## src/rtl/rr_mux_arbiter_pkg.sv

```systemverilog
// Shared constants, state encoding and helpers for the round-robin mux arbiter.
package rr_mux_pkg;

    localparam int NUM_REQ = 4;
    localparam int IDX_W   = 2;

    typedef enum logic {
        ST_IDLE  = 1'b0,
        ST_GRANT = 1'b1
    } state_t;

    function automatic logic [NUM_REQ-1:0] onehot(input logic [IDX_W-1:0] idx);
        logic [NUM_REQ-1:0] v;
        v      = '0;
        v[idx] = 1'b1;
        return v;
    endfunction

endpackage

```

## src/rtl/rr_mux_arbiter_if.sv

```systemverilog
// Request/grant bundle between the requesting sources and the arbiter.
interface rr_mux_arbiter_if;
    import rr_mux_pkg::*;

    logic [NUM_REQ-1:0] req;
    logic [NUM_REQ-1:0] grant;
    logic [IDX_W-1:0]   select;
    logic               busy;

    modport master (output req, input grant, input select, input busy);
    modport slave  (input req, output grant, output select, output busy);

endinterface

```

## src/rtl/rr_mux_arbiter_picker.sv

```systemverilog
// Rotating-priority picker: first unmasked request at or above the pointer, wrapping mod 4.
module rr_priority_picker
    import rr_mux_pkg::*;
(
    input  logic [NUM_REQ-1:0] i_req,
    input  logic [NUM_REQ-1:0] i_mask,
    input  logic [IDX_W-1:0]   i_pointer,
    output logic [IDX_W-1:0]   o_winIdx,
    output logic               o_found
);

    logic [NUM_REQ-1:0] w_cand;
    logic [IDX_W-1:0]   w_idx;

    // Scanning from the far end lets the candidate closest to the pointer overwrite the rest.
    always_comb begin
        w_cand   = i_req & ~i_mask;
        w_idx    = '0;
        o_winIdx = '0;
        o_found  = 1'b0;
        for (int k = NUM_REQ - 1; k >= 0; k--) begin
            w_idx = i_pointer + IDX_W'(k);
            if (w_cand[w_idx]) begin
                o_winIdx = w_idx;
                o_found  = 1'b1;
            end
        end
    end

endmodule

```

## src/rtl/rr_mux_arbiter.sv

```systemverilog
// Round-robin owner of a shared four-way mux; drives a registered one-hot grant and select.
module rr_mux_arbiter
    import rr_mux_pkg::*;
#(
    parameter int MAX_HOLD = 8
) (
    input  logic             clk,
    input  logic             rst,
    rr_mux_arbiter_if.slave  bus
);

    localparam int HOLD_W = (MAX_HOLD < 1) ? 1 : $clog2(MAX_HOLD + 1);
    localparam logic [HOLD_W-1:0] HOLD_LIM = HOLD_W'(MAX_HOLD);

    state_t              r_state;
    logic [NUM_REQ-1:0]  r_grant;
    logic [IDX_W-1:0]    r_select;
    logic [IDX_W-1:0]    r_pointer;
    logic                r_busy;
    logic [HOLD_W-1:0]   r_holdCnt;

    logic [IDX_W-1:0]    w_pickPtr;
    logic [NUM_REQ-1:0]  w_pickMask;
    logic [IDX_W-1:0]    w_winIdx;
    logic                w_found;
    logic                w_ownerReq;
    logic                w_othersReq;
    logic                w_forced;

    // While granted, the picker already looks past the owner so a release re-arbitrates with no bubble.
    assign w_pickPtr   = (r_state == ST_GRANT) ? r_select + IDX_W'(1) : r_pointer;
    assign w_pickMask  = (r_state == ST_GRANT) ? r_grant : '0;
    assign w_ownerReq  = bus.req[r_select];
    assign w_othersReq = |(bus.req & ~r_grant);
    assign w_forced    = (MAX_HOLD != 0) && (r_holdCnt == HOLD_LIM) && w_othersReq;

    rr_priority_picker u_picker (
        .i_req     (bus.req),
        .i_mask    (w_pickMask),
        .i_pointer (w_pickPtr),
        .o_winIdx  (w_winIdx),
        .o_found   (w_found)
    );

    always_ff @(posedge clk or posedge rst) begin
        if (rst) begin
            r_state   <= ST_IDLE;
            r_grant   <= '0;
            r_select  <= '0;
            r_pointer <= '0;
            r_busy    <= 1'b0;
            r_holdCnt <= '0;
        end else begin
            case (r_state)
                ST_IDLE: begin
                    if (w_found) begin
                        r_grant   <= onehot(w_winIdx);
                        r_select  <= w_winIdx;
                        r_busy    <= 1'b1;
                        r_holdCnt <= HOLD_W'(1);
                        r_state   <= ST_GRANT;
                    end
                end
                ST_GRANT: begin
                    if (w_ownerReq && !w_forced) begin
                        if ((MAX_HOLD != 0) && (r_holdCnt != HOLD_LIM)) begin
                            r_holdCnt <= r_holdCnt + HOLD_W'(1);
                        end
                    end else begin
                        r_pointer <= r_select + IDX_W'(1);
                        if (w_found) begin
                            r_grant   <= onehot(w_winIdx);
                            r_select  <= w_winIdx;
                            r_holdCnt <= HOLD_W'(1);
                        end else begin
                            r_grant   <= '0;
                            r_busy    <= 1'b0;
                            r_holdCnt <= '0;
                            r_state   <= ST_IDLE;
                        end
                    end
                end
                default: r_state <= ST_IDLE;
            endcase
        end
    end

    assign bus.grant  = r_grant;
    assign bus.select = r_select;
    assign bus.busy   = r_busy;

endmodule

```

## src/flat_wrapper.sv

```systemverilog
// flat-port wrapper written by rule: the top's interface ports become plain ports
module rr_mux_arbiter_flat import rr_mux_pkg::*;
#(
    parameter int MAX_HOLD = 8
)
  (clk, rst, bus_req, bus_grant, bus_select, bus_busy);
  rr_mux_arbiter_if bus_i ();
  input  logic clk;
  input  logic rst;
  input wire logic [$bits(bus_i.req)-1:0] bus_req;
  output wire logic [$bits(bus_i.grant)-1:0] bus_grant;
  output wire logic [$bits(bus_i.select)-1:0] bus_select;
  output wire logic [$bits(bus_i.busy)-1:0] bus_busy;
  assign bus_i.req = bus_req;
  assign bus_grant = bus_i.grant;
  assign bus_select = bus_i.select;
  assign bus_busy = bus_i.busy;
  rr_mux_arbiter #(.MAX_HOLD(MAX_HOLD)) u_core (.clk(clk), .rst(rst), .bus(bus_i));
endmodule
```

## config.mk

```make
export PLATFORM = sky130hd
export DESIGN_NAME = rr_mux_arbiter_flat
export DESIGN_NICKNAME = d
export VERILOG_FILES = /design/src/rtl/rr_mux_arbiter_pkg.sv /design/src/rtl/rr_mux_arbiter_if.sv /design/src/rtl/rr_mux_arbiter_picker.sv /design/src/rtl/rr_mux_arbiter.sv /design/src/flat_wrapper.sv
export SDC_FILE = /design/constraint.sdc
export NUM_CORES = 1
export LEC_CHECK = 0
export ABC_AREA = 0
export CAP_MARGIN = 20
export CORE_MARGIN = 2
export CORE_UTILIZATION = 54
export CTS_CLUSTER_DIAMETER = 40
export DETAILED_ROUTE_END_ITERATION = 16
export DONT_BUFFER_PORTS = 1
export PLACE_DENSITY = 0.72
export SKIP_CTS_REPAIR_TIMING = 1
export SYNTH_ARGS = -nofsm -noshare
export SYNTH_HDL_FRONTEND = slang
export SYNTH_SLANG_ARGS = --single-unit
```

## constraint.sdc

```tcl
create_clock -name clk -period 1.7 [get_ports clk]
set_input_delay 0.085 -clock clk [delete_from_list [all_inputs] [get_ports clk]]
set_output_delay 0.085 -clock clk [all_outputs]
set_load 0.01 [all_outputs]
```

==> impl_metrics.py <==
metrics = {
    "min_path": {
        "hp-class": "input pin to flip-flop",
        "hold_start": "bus_req[2]",
    },
    "worst_setup_path": {
        "crit_path_end": "u_core.bus.grant[0]$_DFFE_PP0P_",
        "critPathRequiredTime_ps": 1880,
        "cp_data_arrival_time_ps": 1990,
        "cp-start-kind": "flip-flop",
        "reg2reg_depth": 6,
        "worstPathMaxFanout": 4,
        "reg2reg_slack_ps": -120,
        "r2r_start": "u_core.bus.select[1]$_DFFE_PP0P_",
        "crit_start": "u_core.bus.select[1]$_DFFE_PP0P_",
        "end_kind": "flip-flop",
        "timing.rr.end": "u_core.bus.grant[0]$_DFFE_PP0P_",
        "path_class": "flip-flop to flip-flop",
    },
    "drt": {
        "drt_iter0_markers": 31,
        "route.detailed.drc": 0,
        "wirelength_mm": 2.49,
        "ant_nets": 0,
        "viasPerCell": 6.44,
        "routedWlPerCell_microns": 17.8,
        "first_pass_iters": 4,
        "vias": 902,
    },
    "floorplan": {
        "io_pins": 13,
        "dieHeight_microns": 45.6,
        "core_sq_um": 1670,
        "die-area_sq_um": 2080,
        "die_w_microns": 45.6,
        "rows": 15,
        "start_util": 0.560,
    },
    "placement": {
        "dp_slack_ps": -45.1,
        "port_buffers": 0,
        "hpwl_mm": 1.73,
        "dp.cells": 129,
        "gp_congestion": 0.913,
    },
    "global_route": {
        "grt_usage": 0.233,
        "grt_max_degree": 15,
        "antenna_found_initial": 0,
        "grt_pass1_vias": 750,
        "grt_pass1_wl_mm": 3.38,
        "grt_overflow_total": 0,
    },
    "logic_synthesis": {
        "synth_area_sq_um": 936,
        "yosysWarnings": 0,
        "ys_seq_area_frac": 0.374,
        "async_flop_share": 1.00,
        "synth_edf_count": 0,
        "synth.distinct_cells": 39,
        "ys_seq_elements": 14,
        "syn_area_per_cell_sq_um": 9.65,
        "synth_nets": 105,
        "syn_inst": 97,
        "synthFlopType": "dfrtp_1",
    },
    "power": {
        "ir_drop_mv": 1.21,
        "p_leak_nw": 0.586,
        "cellPowerDensity_nw_per_um2": 1850,
    },
    "sta": {
        "fin_ws_ps": -117,
        "worst_pin_slew_ps": 531,
        "setup_viol": 7,
        "period_share": 1.07,
        "fmax_mhz": 550,
        "fin_skew_ps": 1.06,
        "tns_ps": -401,
        "rsz0062_at_grt": "yes",
        "slew_headroom": 0.646,
        "hold_viol_final": 0,
        "layout_min_cycle_time_ps": 1820,
        "slew_viol_final": 0,
    },
    "clock_tree": {
        "cts_sinks": 14,
        "cts_root_buf": "clkbuf_4",
        "cts_tree": "done",
        "cts_inserted_buffers": 3,
        "clockBufferDepth": 2,
        "clkTransAtPathRegs_ps": 80,
        "cts_max_level": 1,
        "worst_skew_pair.late_latency_ps": 280,
    },
    "finish": {
        "syn2layout_area_growth_pct": 30.5,
        "n_antenna_cell": 0,
        "num-fill-cells": 132,
        "layout_common_cells": "buf_4, dfrtp_1, inv_1",
        "final_cells": 140,
        "utilization": 0.731,
        "nets": 132,
        "layout_commonest_cell": "buf_4",
        "drive_gt1_frac": 0.407,
    },
    "status": {
        "failed_checks": "negative setup slack",
        "outcome": "complete, but fails checks",
    },
    "job": {
        "maxCapViolCount": 0,
    },
}
[logic make-up (layout without fill, tap and decap cells)]
| group | Yosys count | in the layout | share of synthesized area |
|---|---|---|---|
| xor+xnor | 2 | 2 | 0.0187 |
| buf+inv | 11 | 37 | 0.0535 |
| compound gates | 33 | 33 | 0.291 |
| flops | 14 | 14 | 0.374 |
| simple gates | 31 | 31 | 0.175 |
| fa+ha+maj | 2 | 2 | 0.0267 |
| mux | 4 | 4 | 0.0602 |
[synthesized netlist by cell type (all sizes together), types with 2 or more instances]
library cell  count  area share
a21boi            4       0.036
mux2              3       0.036
dfrtp            14        0.37
a32oi             2       0.039
inv               8       0.032
o211a             2       0.021
nand3             5       0.027
buf               3       0.021
or2b              3       0.024
a22o              2       0.021
nor2              5       0.020
nand2             8       0.032
ha                2       0.027
o21ai             5       0.027
nand2b            3       0.020
a21o              3       0.024
o2bb2ai           3       0.028
a21oi             3       0.016
o211ai            2       0.016
[per-stage QoR]
| step | hold WS [ps] | total power [mW] | area, sq um |
|---|---|---|---|
| floorplan | -25.8 | 1.43 | 946 |
| global placement | 39.4 | 1.82 | 1080 |
| detailed placement | 49.2 | 1.85 | 1080 |
| CTS | -254 | 2.05 | 1110 |
| global route | 101 | 2.41 | 1220 |
| finish | 94.9 | 2.26 | 1220 |
[critical path, stage by stage (launching register included)]
cell and delay [ps]:
dfrtp_2 450, buf_4 160, xnor2_1 240, a211oi_1 130
o21ai_0 350, a21boi_2 110, a22o_2 270
[cell type report]
| cell class | instances | area, sq um | share of cell area |
|---|---|---|---|
| Multi-Input combinational cell | 72 | 589 | 0.483 |
| Clock buffer | 4 | 26.3 | 0.0215 |
| Tap cell | 17 | 21.3 | 0.0174 |
| Inverter | 8 | 30.0 | 0.0246 |
| Sequential cell | 14 | 353 | 0.289 |
| Timing Repair Buffer | 25 | 201 | 0.165 |
[power breakdown]
group / internal (mW) / switching (mW) / total [mW]
logic: 0.730 / 0.700 / 1.43
registers: 0.476 / 0.152 / 0.628
clock network: 0.0912 / 0.107 / 0.198
total: 1.30 / 0.958 / 2.26
[worst min path at each step]
stage	to	slack (ps)	depth (start not counted)
2_1_floorplan	u_core.bus.busy$_DFFE_PP0P_	-30	1
3_3_place_gp	u_core.r_pointer[0]$_DFFE_PP0P_	40	1
3_5_place_dp	u_core.r_pointer[0]$_DFFE_PP0P_	50	1
4_1_cts	u_core.bus.busy$_DFFE_PP0P_	-250	1
5_1_grt	u_core.bus.grant[3]$_DFFE_PP0P_	100	3
6_report	u_core.bus.grant[3]$_DFFE_PP0P_	90	3
[registers in the layout (all words and copies together), names as in the netlist]
register           count
u_core.bus.grant       4
u_core.bus.select      2
u_core.r_holdCnt       4
u_core.r_state         1
u_core.r_pointer       2
u_core.bus.busy        1
[per-layer routing]
metal	global-route usage	vias to the layer above	routed length [microns]
met5	0	-	0
met4	0.135	0	22
met3	0.0238	3	140
met2	0.290	37	1140
met1	0.376	446	1190
li1	-	416	-
(Power assumes the default switching activity.)
